<file path="config.mk">
export PLATFORM = sky130hd
export DESIGN_NAME = apb_req_arbiter
export DESIGN_NICKNAME = d
export VERILOG_FILES = /design/src/rtl/apb_arb_pkg.sv /design/src/rtl/apb_rr_arb2.sv /design/src/rtl/apb_req_arbiter.sv
export SDC_FILE = /design/constraint.sdc
export NUM_CORES = 1
export LEC_CHECK = 0
export CORE_MARGIN = 10
export CORE_UTILIZATION = 38
export DETAILED_ROUTE_END_ITERATION = 10
export GPL_ROUTABILITY_DRIVEN = 0
export GPL_TIMING_DRIVEN = 1
export PLACE_DENSITY = 0.9
export SYNTH_ARGS = -nofsm -noshare
export SYNTH_HDL_FRONTEND = slang
export SYNTH_HIERARCHICAL = 1
export SYNTH_SLANG_ARGS = --single-unit
</file>
<file path="constraint.sdc">
create_clock -name pclk -period 1.8 [get_ports pclk]
set_input_delay 0.54 -clock pclk [delete_from_list [all_inputs] [get_ports pclk]]
set_output_delay 0.54 -clock pclk [all_outputs]
set_load 0.01 [all_outputs]
</file>
<file path="src/rtl/apb_arb_pkg.sv">
// Shared types for the two-requester APB command arbiter.
// Holds the FSM state encoding, requester id type and timeout default.
package apb_arb_pkg;

    typedef enum logic [1:0] {
        S_IDLE  = 2'd0,
        S_ISSUE = 2'd1,
        S_WAIT  = 2'd2,
        S_RESP  = 2'd3
    } state_t;

    typedef logic req_id_t;

    localparam req_id_t REQ0 = 1'b0;
    localparam req_id_t REQ1 = 1'b1;

    localparam int unsigned TIMEOUT_CYCLES_DEF = 16;

endpackage

</file>
<file path="src/rtl/apb_rr_arb2.sv">
// Two-way round-robin grant with a pointer that moves to the
// requester that was not served once a response completes.
module apb_rr_arb2
    import apb_arb_pkg::*;
(
    input  logic       i_clk,
    input  logic       i_rst_n,
    input  logic [1:0] i_req,
    input  logic       i_upd,
    input  req_id_t    i_done_id,
    output logic       o_gnt_vld,
    output req_id_t    o_gnt_id
);

    req_id_t r_ptr;

    always_ff @(posedge i_clk) begin
        if (!i_rst_n) begin
            r_ptr <= REQ0;
        end else if (i_upd) begin
            r_ptr <= ~i_done_id;
        end
    end

    // The pointer only matters when both requesters contend.
    always_comb begin
        o_gnt_vld = |i_req;
        o_gnt_id  = (&i_req) ? r_ptr : i_req[1];
    end

endmodule

</file>
<file path="src/rtl/apb_req_arbiter.sv">
// Arbitrates two command requesters onto one APB master command port.
// Define APB_ARB_TIMEOUT_EN to abort WAIT after TIMEOUT_CYCLES cycles.
module apb_req_arbiter
    import apb_arb_pkg::*;
#(
    parameter int unsigned TIMEOUT_CYCLES = TIMEOUT_CYCLES_DEF
) (
    input  logic       pclk,
    input  logic       presetn,
    input  logic       req0_valid,
    input  logic       req1_valid,
    input  logic       req0_write,
    input  logic       req1_write,
    input  logic [7:0] req0_addr,
    input  logic [7:0] req1_addr,
    input  logic [7:0] req0_wdata,
    input  logic [7:0] req1_wdata,
    output logic       req0_ready,
    output logic       req1_ready,
    output logic       rsp0_valid,
    output logic       rsp1_valid,
    output logic [7:0] rsp0_rdata,
    output logic [7:0] rsp1_rdata,
    output logic       rsp0_err,
    output logic       rsp1_err,
    output logic       transfer,
    output logic       READ_WRITE,
    output logic [7:0] apb_write_paddr,
    output logic [7:0] apb_write_data,
    output logic [7:0] apb_read_paddr,
    input  logic [7:0] apb_read_data_out,
    input  logic       apb_done
);

    state_t     r_state;
    state_t     w_next;
    req_id_t    r_gid;
    logic       r_write;
    logic [7:0] r_addr;
    logic [7:0] r_wdata;
    logic [7:0] r_rdata;
    logic       r_err;

    logic       w_gnt_vld;
    req_id_t    w_gnt_id;
    logic       w_grant;
    logic       w_xfer;
    logic       w_resp;
    logic       w_timeout;

    apb_rr_arb2 u_rr (
        .i_clk     (pclk),
        .i_rst_n   (presetn),
        .i_req     ({req1_valid, req0_valid}),
        .i_upd     (w_resp),
        .i_done_id (r_gid),
        .o_gnt_vld (w_gnt_vld),
        .o_gnt_id  (w_gnt_id)
    );

    assign w_grant = (r_state == S_IDLE) && w_gnt_vld && presetn;
    assign w_xfer  = (r_state == S_ISSUE) || (r_state == S_WAIT);
    assign w_resp  = (r_state == S_RESP);

`ifdef APB_ARB_TIMEOUT_EN
    localparam int unsigned CW = $clog2(TIMEOUT_CYCLES + 1);

    logic [CW-1:0] r_cnt;

    always_ff @(posedge pclk) begin
        if (!presetn || r_state != S_WAIT) begin
            r_cnt <= '0;
        end else begin
            r_cnt <= r_cnt + 1'b1;
        end
    end

    // A completion arriving on the last allowed cycle still wins.
    assign w_timeout = (r_state == S_WAIT) && !apb_done
                    && (r_cnt == CW'(TIMEOUT_CYCLES - 1));
`else
    logic w_unused_tmo;
    assign w_unused_tmo = (TIMEOUT_CYCLES == 0);
    assign w_timeout    = 1'b0;
`endif

    always_ff @(posedge pclk) begin
        if (!presetn) begin
            r_state <= S_IDLE;
        end else begin
            r_state <= w_next;
        end
    end

    always_comb begin
        w_next = r_state;
        case (r_state)
            S_IDLE:  if (w_gnt_vld) w_next = S_ISSUE;
            S_ISSUE: w_next = S_WAIT;
            S_WAIT:  if (apb_done || w_timeout) w_next = S_RESP;
            S_RESP:  w_next = S_IDLE;
            default: w_next = S_IDLE;
        endcase
    end

    always_ff @(posedge pclk) begin
        if (!presetn) begin
            r_gid   <= REQ0;
            r_write <= 1'b0;
            r_addr  <= '0;
            r_wdata <= '0;
            r_rdata <= '0;
            r_err   <= 1'b0;
        end else if (w_grant) begin
            r_gid   <= w_gnt_id;
            r_write <= w_gnt_id ? req1_write : req0_write;
            r_addr  <= w_gnt_id ? req1_addr  : req0_addr;
            r_wdata <= w_gnt_id ? req1_wdata : req0_wdata;
            r_rdata <= '0;
            r_err   <= 1'b0;
        end else if (r_state == S_WAIT) begin
            if (apb_done && !r_write) r_rdata <= apb_read_data_out;
            if (w_timeout) r_err <= 1'b1;
        end
    end

    always_comb begin
        req0_ready      = 1'b0;
        req1_ready      = 1'b0;
        rsp0_valid      = 1'b0;
        rsp1_valid      = 1'b0;
        rsp0_rdata      = '0;
        rsp1_rdata      = '0;
        rsp0_err        = 1'b0;
        rsp1_err        = 1'b0;
        transfer        = 1'b0;
        READ_WRITE      = 1'b0;
        apb_write_paddr = '0;
        apb_write_data  = '0;
        apb_read_paddr  = '0;
        if (w_grant) begin
            req0_ready = (w_gnt_id == REQ0);
            req1_ready = (w_gnt_id == REQ1);
        end
        if (w_xfer) begin
            transfer   = 1'b1;
            READ_WRITE = ~r_write;
            if (r_write) begin
                apb_write_paddr = r_addr;
                apb_write_data  = r_wdata;
            end else begin
                apb_read_paddr  = r_addr;
            end
        end
        if (w_resp) begin
            if (r_gid == REQ1) begin
                rsp1_valid = 1'b1;
                rsp1_rdata = r_rdata;
                rsp1_err   = r_err;
            end else begin
                rsp0_valid = 1'b1;
                rsp0_rdata = r_rdata;
                rsp0_err   = r_err;
            end
        end
    end

endmodule

</file>
==> results of run 1 <==
## cells by family after synthesis
kind of cell,count (synthesis),synth area share (%)
AO/OA/AOI/OAI,32,13.9
adder cells (fa/ha/maj),4,3.06
buffers and inverters,19,7.20
flip-flops,29,35.5
multiplexers,18,11.0
other,1,0.229
AND/OR/NAND/NOR,88,29.0
## area by class of cell
| class | instances | area (sq um) |
|---|---|---|
| sequential | 29 | 583 |
| clock buffer | 7 | 86.3 |
| timing repair buffer | 129 | 1130 |
| inverter | 5 | 18.8 |
| tap | 50 | 62.6 |
| multi-input combinational | 145 | 1080 |
| fill | 320 | 1120 |
## metal layers
metal / vias up / wire length (um)
met5: - / 0
li1: 890 / -
met4: 0 / 81
met3: 7 / 672
met2: 79 / 3070
met1: 834 / 2390
## metrics by stage
step           area [sq um]  cells  utilization (%)  setup slack (ns)
3_5_place_dp           2720    343             66.7            -0.770
5_1_grt                2970    365             72.6            -0.264
6_report               2970    365             72.6            -0.214
2_1_floorplan          1650    192                -            0.0271
4_1_cts                2780    357             68.0            -0.212
3_3_place_gp           2720    343             66.7            -0.751
## final timing paths
path	startpoint	endpoint	slack, ns
setup / recovery	r_state[1]	apb_read_paddr[3]	-0.21
hold / removal	r_wdata[5]	r_wdata[5]	0.45
setup reg to reg	r_state[0]	r_gid	0.24
hold reg to reg	r_wdata[5]	r_wdata[5]	0.45
## state kept, by name, summed over array words and instances, names as in the netlist
| signal | count |
|---|---|
| r_addr | 8 |
| r_rdata | 8 |
| r_wdata | 8 |
| r_state | 2 |
| r_gid | 1 |
| r_write | 1 |
| u_rr/r_ptr | 1 |
## worst max-delay path: stages (launching register included)
cell and delay, ns:
sky130_fd_sc_hd__dfxtp_2 0.34, sky130_fd_sc_hd__inv_2 0.05, sky130_fd_sc_hd__ha_4 0.27, sky130_fd_sc_hd__nor2b_4 0.17, sky130_fd_sc_hd__buf_6 0.13, sky130_fd_sc_hd__and2_4 0.15, sky130_fd_sc_hd__buf_6 0.10
## power breakdown
part	internal (mW)	switching [mW]
combinational	0.974	0.838
clock	0.303	0.237
sequential	0.784	0.0947
total	2.06	1.17
## repair_timing
item | 4_1_cts | 5_1_grt
resized for setup | 216 | 36
hold buffers | 0 | 0
hold endpoints to repair | 0 | 0
pin swaps | 11 | 8
buffers inserted | 6 | 8
setup endpoints to repair | 46 | 45
gates cloned | 2 | 0
## cells in the final DEF (no fill, tap or decap), types with 7 or more instances in the layout
| master | n |
|---|---|
| sky130_fd_sc_hd__buf_6 | 23 |
| sky130_fd_sc_hd__nand2_1 | 34 |
| sky130_fd_sc_hd__and2_4 | 12 |
| sky130_fd_sc_hd__dfxtp_1 | 27 |
| sky130_fd_sc_hd__a21oi_1 | 9 |
| sky130_fd_sc_hd__o21ai_2 | 10 |
| sky130_fd_sc_hd__buf_4 | 31 |
| sky130_fd_sc_hd__clkdlybuf4s50_1 | 43 |
| sky130_fd_sc_hd__o21ai_0 | 7 |
| sky130_fd_sc_hd__buf_2 | 24 |
| sky130_fd_sc_hd__mux2i_1 | 18 |
| sky130_fd_sc_hd__and3_1 | 18 |
==> metrics.txt, run 1 <==
# TYPE chip_impl_metric gauge
chip_impl_info{name="outcome",value="finished with violations"} 1
chip_impl_info{name="failed_checks",value="setup timing"} 1
chip_impl_metric{name="worst_hold_slack",unit="ns"} 0.449
chip_impl_metric{name="avg_inst_size_synth",unit="sq um"} 8.56
chip_impl_info{name="synth_top_cell_by_area",value="sky130_fd_sc_hd__dfxtp_1"} 1
chip_impl_metric{name="cp.arrival",unit="ns"} 1.47
chip_impl_metric{name="ys_warn_count",unit=""} 6
chip_impl_metric{name="met3_routing_resource_usage_after_global_routing",unit="%"} 8.14
chip_impl_metric{name="cts.sinks",unit=""} 29
chip_impl_info{name="post_synth_main_area_contributors",value="sky130_fd_sc_hd__dfxtp_1, sky130_fd_sc_hd__mux2i_1, sky130_fd_sc_hd__and3_1"} 1
chip_impl_info{name="worstHoldPathType",value="reg2reg"} 1
chip_impl_info{name="synth_ff_type",value="sky130_fd_sc_hd__dfxtp_1"} 1
chip_impl_metric{name="synth_enable_flop_cells",unit=""} 0
chip_impl_metric{name="max-cap-violations",unit=""} 0
chip_impl_info{name="setup.worst_path.start_class",value="flip-flop"} 1
chip_impl_metric{name="fmax",unit="MHz"} 496
chip_impl_metric{name="timing.final.ws_setup",unit="ns"} -0.214
chip_impl_metric{name="synth_cell_types",unit=""} 28
chip_impl_metric{name="routed-via-count",unit=""} 1810
chip_impl_metric{name="via_density_per_instance",unit=""} 4.96
chip_impl_metric{name="ys_seq_elements",unit=""} 29
chip_impl_info{name="worstSetupPathType",value="reg2out"} 1
chip_impl_info{name="grt_setup_unrepaired",value="true"} 1
chip_impl_metric{name="diodes",unit=""} 0
chip_impl_info{name="end_kind",value="primary output"} 1
chip_impl_metric{name="crit_fanout",unit=""} 4
chip_impl_metric{name="post_synth_inst_count",unit=""} 191
chip_impl_metric{name="power.total",unit="mW"} 3.23
chip_impl_metric{name="setup-tns-final",unit="ns"} -6.10
chip_impl_metric{name="async_reset_ff_share",unit="%"} 0
chip_impl_metric{name="number_of_antenna_violations_at_the_first_check_in_global_routing",unit=""} 0
chip_impl_metric{name="routed_wire_length_per_instance",unit="um"} 17.0
chip_impl_metric{name="syn-cell-area",unit="sq um"} 1630
chip_impl_info{name="clock_tree_from_tritoncts",value="built"} 1
chip_impl_metric{name="powerDensity",unit="nW/um^2"} 1090
chip_impl_metric{name="hpwlAfterDp",unit="um"} 4460
chip_impl_metric{name="input_output_buffers",unit=""} 92
chip_impl_metric{name="final_min_period_over_clock_period",unit="%"} 112
chip_impl_metric{name="route.antenna.remaining_nets",unit=""} 0
chip_impl_metric{name="insertion_delay",unit="ns"} 0.28
chip_impl_metric{name="routed_wirelength",unit="um"} 6210
chip_impl_metric{name="fp.dieArea",unit="sq um"} 7320
chip_impl_metric{name="grt_use_total",unit="%"} 16.1
chip_impl_metric{name="leakage",unit="nW"} 1.40
chip_impl_metric{name="globalRouteOverflowTotal",unit=""} 0
chip_impl_metric{name="timing.critical_path.required",unit="ns"} 1.26
chip_impl_metric{name="drt_pass1_iterations",unit=""} 4
chip_impl_info{name="grt_busiest_layer",value="met2"} 1
chip_impl_metric{name="drc",unit=""} 0
chip_impl_metric{name="rr_worst_depth",unit=""} 10
chip_impl_metric{name="layout-drive-gt1-share",unit="%"} 43.2
chip_impl_metric{name="worst_clock_skew",unit="ns"} 0.00260
chip_impl_metric{name="cts-root-to-sink-buffers",unit=""} 2
chip_impl_metric{name="start_util",unit="%"} 40.0
chip_impl_metric{name="worst_ir_drop_vdd",unit="uV"} 656
chip_impl_info{name="synth.top_cells.by_count",value="sky130_fd_sc_hd__nand2_1, sky130_fd_sc_hd__dfxtp_1, sky130_fd_sc_hd__and3_1"} 1
chip_impl_metric{name="area_share_of_the_largest_cell_type_after_synthesis",unit="%"} 35.5
chip_impl_metric{name="grt_pass1_vias",unit=""} 1926
chip_impl_metric{name="grt.met1_usage",unit="%"} 16.4
chip_impl_metric{name="cts_inserted_buffers",unit=""} 5
chip_impl_metric{name="setup-violations-final",unit=""} 44
chip_impl_metric{name="num_io_pins",unit=""} 95
chip_impl_metric{name="ys_seq_area_share",unit="%"} 35.5
chip_impl_metric{name="fp.dieH",unit="um"} 85.6
chip_impl_metric{name="floorplan.core_area",unit="sq um"} 4090
chip_impl_metric{name="detail_route.iter0.violations",unit=""} 99
chip_impl_metric{name="hold_path_depth",unit=""} 2
chip_impl_metric{name="h-tree-depth",unit=""} 2
chip_impl_metric{name="area_growth_syn_to_layout",unit="%"} 81.5
chip_impl_metric{name="grt_start_max_net_pins",unit=""} 18
chip_impl_metric{name="dieWidth",unit="um"} 85.6
chip_impl_metric{name="report.final.slew_viol_count",unit=""} 0
chip_impl_metric{name="use_met2",unit="%"} 28.1
chip_impl_metric{name="clk_pin_slew_worst_paths",unit="ns"} 0.06
chip_impl_info{name="cell_at_the_root_of_the_clock_tree",value="sky130_fd_sc_hd__clkbuf_8"} 1
chip_impl_metric{name="finalHoldViolations",unit=""} 0
chip_impl_metric{name="nNetsFinal",unit=""} 366
chip_impl_metric{name="finalCriticalPeriod",unit="ns"} 2.01
chip_impl_metric{name="wire_length_of_the_first_global_routing_pass",unit="um"} 9670
chip_impl_metric{name="placementRows",unit=""} 23
chip_impl_info{name="synthMostInstantiatedCell",value="sky130_fd_sc_hd__nand2_1"} 1
Power figures use the tool's default switching activity.
==> run 2: changes to the inputs <==
Settings changed: REMOVE_ABC_BUFFERS from default to 1.
==> run 2 against run 1 <==
The run still ends with setup timing left. Critical path depth unchanged. Cell count down 1.1%. Via count fell by 0.55%. Hold slack better by 0.013 ns. Maximum frequency is 0.61% lower. Die area is the same. Non-clock buffer count is 5 lower. Clock-buffer cell count is the same. Sequential cell count did not move. Design area rose by 4.7%. Wire length increased by 3.8%. Critical endpoint is now apb_write_data[3]. Largest power group unchanged.
==> metrics.txt, run 2 (same netlist as run 1, synthesis figures left out) <==
# TYPE chip_impl_metric gauge
chip_impl_metric{name="hpwlAfterDp",unit="um"} 4410
chip_impl_metric{name="floorplan.core_area",unit="sq um"} 4090
chip_impl_metric{name="area_growth_syn_to_layout",unit="%"} 90.0
chip_impl_metric{name="cts-root-to-sink-buffers",unit=""} 2
chip_impl_info{name="top_flop_regs",value="r_addr: 8 flops, r_rdata: 8 flops, r_wdata: 8 flops"} 1
chip_impl_metric{name="timing.critical_path.required",unit="ns"} 1.26
chip_impl_metric{name="dpl.cell_count",unit=""} 341
chip_impl_info{name="end_kind",value="primary output"} 1
chip_impl_metric{name="fmax",unit="MHz"} 493
chip_impl_metric{name="leakage",unit="nW"} 1.41
chip_impl_metric{name="routed_wirelength",unit="um"} 6440
chip_impl_info{name="critical-path-slowest-cell",value="sky130_fd_sc_hd__dfxtp_2"} 1
chip_impl_metric{name="crit_fanout",unit=""} 4
chip_impl_metric{name="number_of_antenna_violations_at_the_first_check_in_global_routing",unit=""} 0
chip_impl_metric{name="diodes",unit=""} 0
chip_impl_metric{name="report.final.slew_viol_count",unit=""} 0
chip_impl_metric{name="finalCriticalPeriod",unit="ns"} 2.03
chip_impl_info{name="outcome",value="finished with violations"} 1
chip_impl_metric{name="final_min_period_over_clock_period",unit="%"} 113
chip_impl_metric{name="max-cap-violations",unit=""} 0
chip_impl_info{name="most_common_cell_after_layout_fill_and_taps_aside",value="sky130_fd_sc_hd__clkdlybuf4s50_1"} 1
chip_impl_metric{name="fp.dieArea",unit="sq um"} 7320
chip_impl_metric{name="wire_length_of_the_first_global_routing_pass",unit="um"} 9690
chip_impl_metric{name="route.antenna.remaining_nets",unit=""} 0
chip_impl_metric{name="drt_pass1_iterations",unit=""} 4
chip_impl_metric{name="drc",unit=""} 0
chip_impl_metric{name="routed_wire_length_per_instance",unit="um"} 17.8
chip_impl_metric{name="insertion_delay",unit="ns"} 0.29
chip_impl_metric{name="grt_start_max_net_pins",unit=""} 20
chip_impl_metric{name="via_density_per_instance",unit=""} 4.99
chip_impl_metric{name="worst_ir_drop_vdd",unit="uV"} 709
chip_impl_metric{name="h-tree-depth",unit=""} 2
chip_impl_metric{name="layoutNonFillerInstCount",unit=""} 361
chip_impl_metric{name="cp.arrival",unit="ns"} 1.49
chip_impl_metric{name="grt_pass1_vias",unit=""} 2007
chip_impl_metric{name="layout-drive-gt1-share",unit="%"} 45.7
chip_impl_metric{name="power.total",unit="mW"} 3.74
chip_impl_metric{name="placementRows",unit=""} 23
chip_impl_info{name="clock_tree_from_tritoncts",value="built"} 1
chip_impl_info{name="cell_at_the_root_of_the_clock_tree",value="sky130_fd_sc_hd__clkbuf_8"} 1
chip_impl_info{name="cells_along_the_critical_path",value="inv_2, ha_4, buf_12, clkbuf_16, and3_4, buf_6"} 1
chip_impl_metric{name="dieWidth",unit="um"} 85.6
chip_impl_metric{name="crit_path_max_incr_delay",unit="ns"} 0.34
chip_impl_metric{name="setup-tns-final",unit="ns"} -7.38
chip_impl_info{name="worstSetupPathType",value="reg2out"} 1
chip_impl_metric{name="num_io_pins",unit=""} 95
chip_impl_metric{name="path_buf_inv",unit=""} 4
chip_impl_info{name="layout_common_cells",value="sky130_fd_sc_hd__clkdlybuf4s50_1, sky130_fd_sc_hd__buf_6, sky130_fd_sc_hd__nand2_1, sky130_fd_sc_hd__dfxtp_1, sky130_fd_sc_hd__buf_4"} 1
chip_impl_metric{name="detail_route.iter0.violations",unit=""} 57
chip_impl_metric{name="fp.dieH",unit="um"} 85.6
chip_impl_metric{name="cts.sinks",unit=""} 29
chip_impl_metric{name="worst_clock_skew",unit="ns"} 0.00363
chip_impl_metric{name="timing.final.ws_setup",unit="ns"} -0.227
chip_impl_info{name="grt_setup_unrepaired",value="true"} 1
chip_impl_info{name="worstHoldPathType",value="reg2reg"} 1
chip_impl_metric{name="cts_inserted_buffers",unit=""} 5
chip_impl_metric{name="final_design_area_no_fill",unit="sq um"} 3100
chip_impl_metric{name="input_output_buffers",unit=""} 92
chip_impl_metric{name="setup-violations-final",unit=""} 44
chip_impl_metric{name="finalHoldViolations",unit=""} 0
chip_impl_info{name="cp_top_family",value="buffers and inverters"} 1
chip_impl_metric{name="start_util",unit="%"} 40.0
chip_impl_metric{name="routed-via-count",unit=""} 1800
chip_impl_metric{name="fillerInstances",unit=""} 309
chip_impl_metric{name="globalRouteOverflowTotal",unit=""} 0
chip_impl_metric{name="powerDensity",unit="nW/um^2"} 1210
chip_impl_metric{name="nNetsFinal",unit=""} 361
chip_impl_info{name="setup.worst_path.start_class",value="flip-flop"} 1
chip_impl_metric{name="grt_use_total",unit="%"} 16.4
chip_impl_metric{name="placement.cell_area",unit="sq um"} 2700
chip_impl_metric{name="clk_pin_slew_worst_paths",unit="ns"} 0.06
chip_impl_info{name="failed_checks",value="setup timing"} 1
run 2: cell count changes in the layout (fill, tap and decap cells not counted), moves of 2 or more:
cell                              change
sky130_fd_sc_hd__and3_1               -9
sky130_fd_sc_hd__and3_4               +9
sky130_fd_sc_hd__buf_4               -11
sky130_fd_sc_hd__clkbuf_16            +2
sky130_fd_sc_hd__buf_2                -6
sky130_fd_sc_hd__buf_6               +12
sky130_fd_sc_hd__clkdlybuf4s15_2      -5
sky130_fd_sc_hd__buf_8                +2
run 2: path summary, 6_finish.rpt:
path | cells after the start | startpoint | to | slack, ns
setup / recovery | 6 | r_state[0] | apb_write_data[3] | -0.23
hold / removal | 2 | r_wdata[6] | r_wdata[6] | 0.46
setup reg to reg | 7 | r_state[0] | r_rdata[1] | 0.31
hold reg to reg | 2 | r_wdata[6] | r_wdata[6] | 0.46
run 2: stage by stage:
| stage | worst slack, ns | utilization [%] | hold slack, ns |
|---|---|---|---|
| after global routing | -0.277 | 76.0 | 0.485 |
| after global placement | -0.729 | 66.0 | 0.428 |
| after floorplan | -0.910 | - | 0.417 |
| final | -0.227 | 76.0 | 0.462 |
| after CTS | -0.200 | 68.4 | 0.448 |
| after detailed placement | -0.783 | 66.0 | 0.434 |
run 2: area by class of cell:
type                    count  area, sq um  share of cell area (%)
clock buffers               7         86.3                    2.78
clock inverters             1         30.0                   0.967
inverters                   5         18.8                   0.605
multi-input cells         145         1120                    36.2
flip-flops and latches     29          583                    18.8
well taps                  50         62.6                    2.02
repair buffers            124         1200                    38.6
run 2: layer usage:
| metal | GRT usage (%) | routed length, um | share of wire [%] | vias up |
|---|---|---|---|---|
| met5 | 0 | 0 | 0 | - |
| met4 | 6.14 | 101 | 1.6 | 0 |
| met3 | 9.08 | 698 | 11 | 10 |
| met2 | 28.1 | 3110 | 48 | 86 |
| met1 | 16.3 | 2520 | 39 | 825 |
| li1 | - | - | - | 879 |
run 2: where the power goes:
group | switching, mW | internal (mW) | leakage [nW] | total (mW)
clock network | 0.254 | 0.451 | 0.0585 | 0.705
registers | 0.104 | 0.785 | 0.238 | 0.888
logic | 0.923 | 1.23 | 1.11 | 2.15
run 2: what timing repair did:
| item | 4_1_cts | 5_1_grt |
|---|---|---|
| endpoints found under the setup margin | 46 | 46 |
| resized for setup | 233 | 52 |
| pin swaps | 11 | 6 |
| gates cloned | 3 | 2 |
| hold buffers | 0 | 0 |
| buffers inserted | 5 | 3 |
run 2: worst register-to-register path: cells and delay by family (launching register included):
family                     cells  cell delay, ns
and+or+nand+nor                2            0.44
adders and majority gates      1            0.22
buffers and inverters          3            0.29
AOI/OAI and AO/OA              1            0.14
DFF                            1            0.33
